### src/rtl/cpu_types_pkg.sv
// Shared CPU types: machine word and the instruction-cache frame record.
package cpu_types_pkg;

    typedef logic [31:0] word_t;

    localparam int DEF_NFRAMES = 16;
    localparam int IDX_W       = 4;
    localparam int TAG_W       = 26;

    // Wide enough for the smallest legal cache (2 frames); narrower tags are zero-extended.
    localparam int FRAME_TAG_W = 29;

    typedef logic [FRAME_TAG_W-1:0] ftag_t;

    typedef struct packed {
        logic  valid;
        ftag_t tag;
        word_t data;
    } frame_t;

endpackage

### src/rtl/icache_direct.sv
// Direct-mapped, one-word-per-frame instruction cache with zero-cycle hits and a blocking fill.
module icache_direct
    import cpu_types_pkg::*;
#(
    parameter int NFRAMES = DEF_NFRAMES
)
(
    input  logic        CLK,
    input  logic        RST,
    input  logic        imemREN,
    input  logic [31:0] imemaddr,
    output logic        ihit,
    output logic [31:0] imemload,
    output logic        iREN,
    output logic [31:0] iaddr,
    input  logic        iwait,
    input  logic [31:0] iload
);

    localparam int IW = $clog2(NFRAMES);
    localparam int TW = 30 - IW;

    typedef enum logic {IDLE, FILL} state_t;

    state_t        state;
    state_t        next_state;
    frame_t        frames [NFRAMES];
    logic [29:0]   miss_waddr;

    logic [IW-1:0] req_idx;
    logic [TW-1:0] req_tag;
    logic [IW-1:0] fill_idx;
    logic [TW-1:0] fill_tag;
    frame_t        lookup;
    logic          tag_hit;
    logic          take_miss;
    logic          fill_done;
    logic          unused_ok;

    assign req_idx   = imemaddr[IW+1:2];
    assign req_tag   = imemaddr[31:IW+2];
    assign fill_idx  = miss_waddr[IW-1:0];
    assign fill_tag  = miss_waddr[29:IW];
    assign lookup    = frames[req_idx];
    assign tag_hit   = lookup.valid && (lookup.tag == ftag_t'(req_tag));
    assign unused_ok = ^imemaddr[1:0];

    always_comb begin
        next_state = state;
        ihit       = 1'b0;
        imemload   = '0;
        iREN       = 1'b0;
        iaddr      = '0;
        take_miss  = 1'b0;
        fill_done  = 1'b0;
        if (!RST) begin
            case (state)
                IDLE: begin
                    if (imemREN) begin
                        if (tag_hit) begin
                            ihit     = 1'b1;
                            imemload = lookup.data;
                        end else begin
                            take_miss  = 1'b1;
                            next_state = FILL;
                        end
                    end
                end
                FILL: begin
                    // The fill always finishes to the latched address, whatever the datapath does now.
                    iREN  = 1'b1;
                    iaddr = {miss_waddr, 2'b00};
                    if (!iwait) begin
                        fill_done  = 1'b1;
                        next_state = IDLE;
                    end
                end
                default: next_state = IDLE;
            endcase
        end
    end

    always_ff @(posedge CLK) begin
        if (RST) begin
            state      <= IDLE;
            miss_waddr <= '0;
            for (int unsigned i = 0; i < NFRAMES; i++) begin
                frames[i[IW-1:0]].valid <= 1'b0;
            end
        end else begin
            state <= next_state;
            if (take_miss) begin
                miss_waddr <= imemaddr[31:2];
            end
            if (fill_done) begin
                frames[fill_idx] <= '{valid: 1'b1, tag: ftag_t'(fill_tag), data: iload};
            end
        end
    end

endmodule

### config.mk
export PLATFORM = sky130hd
export DESIGN_NAME = icache_direct
export DESIGN_NICKNAME = d
export VERILOG_FILES = /design/src/rtl/cpu_types_pkg.sv /design/src/rtl/icache_direct.sv
export SDC_FILE = /design/constraint.sdc
export NUM_CORES = 1
export LEC_CHECK = 0
export CELL_PAD_IN_SITES_DETAIL_PLACEMENT = 1
export CELL_PAD_IN_SITES_GLOBAL_PLACEMENT = 1
export CORE_MARGIN = 4
export CORE_UTILIZATION = 30
export DETAILED_ROUTE_END_ITERATION = 10
export PLACE_DENSITY = 0.48
export SYNTH_ARGS = -nofsm -noshare
export SYNTH_HDL_FRONTEND = slang
export SYNTH_SLANG_ARGS = --single-unit
### constraint.sdc
create_clock -name CLK -period 16.2 [get_ports CLK]
set_input_delay 3.24 -clock CLK [delete_from_list [all_inputs] [get_ports CLK]]
set_output_delay 3.24 -clock CLK [all_outputs]
set_load 0.01 [all_outputs]
==> flow_summary.yaml <==
logic_synthesis:
  synth_top_cell_area_share_pct: 73.79
  ys_seq_elements: 975
  synth_area_per_cell_um2: 22.97
  yosysSeqAreaShare_pct: 76.29
  yosysTopAreaCell: "edfxtp_1"
  yosys-top-cells-area: "edfxtp_1 74%, mux4_2 16%, dfxtp_1 2.5%, mux2i_1 1.2%, mux2_4 1.0%"
  synth_warnings: 0
  synth_async_sr_flop_share_pct: 0
  netlist_instances: 1644
  synth_flop_cell: "edfxtp_1"
  synth-edff-count: 928
  syn_area_mm2: 0.03776
  synth_cell_type_count: 44
routing:
  vias_per_cell: 4.863
  wire_per_inst_um: 27.67
  drcViolationCount: 0
  drtIter0Drc: 1381
  vias: 17309
  dr.pass1.iters: 5
  drtAntennaViolNets: 0
  wl_um: 98480
global_route:
  grt_max_degree: 140
  grt_use_total_pct: 15.10
  grt_overflow_total: 0
  antenna_found_initial: 3
  grt_pass1_vias: 19696
  grt_pass1_wl_um: 142500
timing:
  setup_viol: 0
  fmax_mhz: 85.72
  rsz0062_at_grt: "no"
  hold_ws_ns: 0.4532
  setup_tns_ns: 0
  min_period_ns: 11.67
  hold_violations: 0
  tightestPinTransition_ns: 1.063
  fin_ws_ns: 4.535
  min_period_over_period_pct: 72.01
  timing.final.max_slew_violations: 0
  relSlewSlack_pct: 29.12
  fin_worst_skew_ns: 0.03484
clock_network:
  cts.sinks: 975
  cts-root-buf: "clkbuf_16"
  cts_max_path_buffers: 3
  cts_hold_buf: 0
  cts_tree: "yes"
  post_cts_buffers: 0
  cts_buffers: 105
  ctsHtreeMaxLevel: 3
  clk_pin_slew_worst_paths_ns: 0.06
  clk_latency_ns: 0.68
  post_cts_resize_count: 0
die:
  die_y_um: 362.8
  die-area_mm2: 0.1316
  fp-row-count: 129
  start_util_pct: 30.38
  io-pin-count: 134
  core_area_mm2: 0.1243
  die-width_um: 362.8
place:
  gp_congestion: 0.6626
  port_buffers: 129
  dp_slack_ns: 4.341
  dpl.hpwl_um: 50600
  post_dp_cell_area_mm2: 0.04112
setup_path:
  start_kind: "primary input"
  rr_endpoint: "frames[11][29]"
  r2r_cells: 7
  crit_type: "in2out"
  ff2ff_setup_slack_ns: 12.22
  critPathCaptureType: "output port"
  cp.arrival_ns: 8.43
  worstPathRequired_ns: 12.96
  r2r_start: "state"
  critPathMaxFanout: 45
  startpoint: "imemaddr[3]"
  crit_end: "imemload[27]"
cells_and_area:
  drive_above_1_share_pct: 27.03
  nets: 1902
  fin_area_mm2: 0.04459
  syn_to_final_growth_pct: 18.07
power_and_ir_drop:
  peakVddDrop_mv: 0.07451
  p_clk_share_pct: 44.0
  leakage_nw: 13.90
  p_int_mw: 4.305
  power.density_mw_per_mm2: 122.1
  p_seq_share_pct: 51.6
  p_comb_share_pct: 4.5
  p_sw_mw: 1.139
  switching_share_pct: 20.92
flow_run:
  cap_violations: 0
run_status:
  status: "finished, final reports clean"
worst_hold_path:
  hold_class: "reg2reg"
per-layer routing:
layer | share of wire [%] | global-route usage (%)
met1 | 44 | 20.40
met2 | 50 | 25.42
met3 | 3.8 | 2.331
met4 | 2.1 | 4.238
met5 | 0 | 0
cell usage in the layout (no fill, tap or decap), types with 21 or more instances in the layout:
| cell type | count |
|---|---|
| and2_1 | 29 |
| buf_4 | 40 |
| clkbuf_16 | 106 |
| clkdlybuf4s50_1 | 125 |
| clkinv_1 | 21 |
| clkinv_2 | 25 |
| dfxtp_1 | 47 |
| edfxtp_1 | 928 |
| mux2_4 | 26 |
| mux2i_1 | 44 |
| mux4_2 | 272 |
| nor2b_1 | 62 |
| xnor2_1 | 36 |
stage by stage:
step	total power, mW	util (%)	std cells
final	5.443	35.88	3559
after global placement	3.106	33.08	3364
after detailed placement	3.112	33.08	3364
after global routing	5.654	35.87	3558
after CTS	5.529	35.87	3557
after floorplan	3.004	-	1645
worst min path at each step:
stage	from	depth (start not counted)	slack, ns	to
final	frames[11][58]	1	0.45	frames[11][58]
after global routing	frames[6][58]	1	0.47	frames[6][58]
after CTS	frames[9][58]	1	0.46	frames[9][58]
after detailed placement	frames[9][58]	1	0.44	frames[9][58]
after global placement	frames[7][58]	1	0.43	frames[7][58]
after floorplan	frames[7][58]	1	0.42	frames[7][58]
sequential cells by signal, summed over array words and instances, names as in the netlist:
register	count
miss_waddr	30
frames	944
state	1
synthesized netlist by cell type, drive strengths merged, types with 7 or more instances:
cell type    n
edfxtp     928
mux4       272
nor2b       62
buf         54
dfxtp       47
mux2i       44
xnor2       36
clkbuf      34
and2        29
mux2        28
a21o        17
nor2        16
nor3        10
nand3        9
nand2        8
o21ai        7
worst max-delay path, stage by stage:
cell,delay [ns]
buf_4,0.65
buf_4,0.67
buf_4,0.54
mux4_2,0.56
mux2i_1,0.18
mux2i_1,0.16
xnor2_1,0.22
nand4_1,0.16
nor4_2,0.56
nand4b_1,0.28
buf_4,0.37
nor2b_1,0.19
clkdlybuf4s50_1,0.56
layout make-up:
cell class                      count  area, um2
Fill cell                       11886      79690
Multi-Input combinational cell    577       8612
Antenna cell                        2      5.005
Sequential cell                   975      28810
Clock inverter                     69      747.0
Clock buffer                      124       2720
Timing Repair Buffer              170       1627
Inverter                            5      21.27
Tap cell                         1637       2048
power groups by stage:
stage	logic [mW]	clock network [mW]	registers, mW
after floorplan	0.156	0	2.85
after global placement	0.248	0	2.86
after detailed placement	0.251	0	2.86
after CTS	0.252	2.47	2.81
after global routing	0.263	2.58	2.81
final	0.243	2.39	2.81
cell families (layout without fill, tap and decap cells):
kind of cell / Yosys count / count (layout) / synth area share, %
simple gates: 151 / 151 / 2.326
mux: 344 / 344 / 18.48
flops: 975 / 975 / 76.29
other cells: 1 / 4 / 0.009930
xor+xnor: 41 / 41 / 0.9509
compound gates: 39 / 39 / 0.7323
buf+inv: 93 / 368 / 1.213
Note: power is estimated with default switching activity, not from simulation.
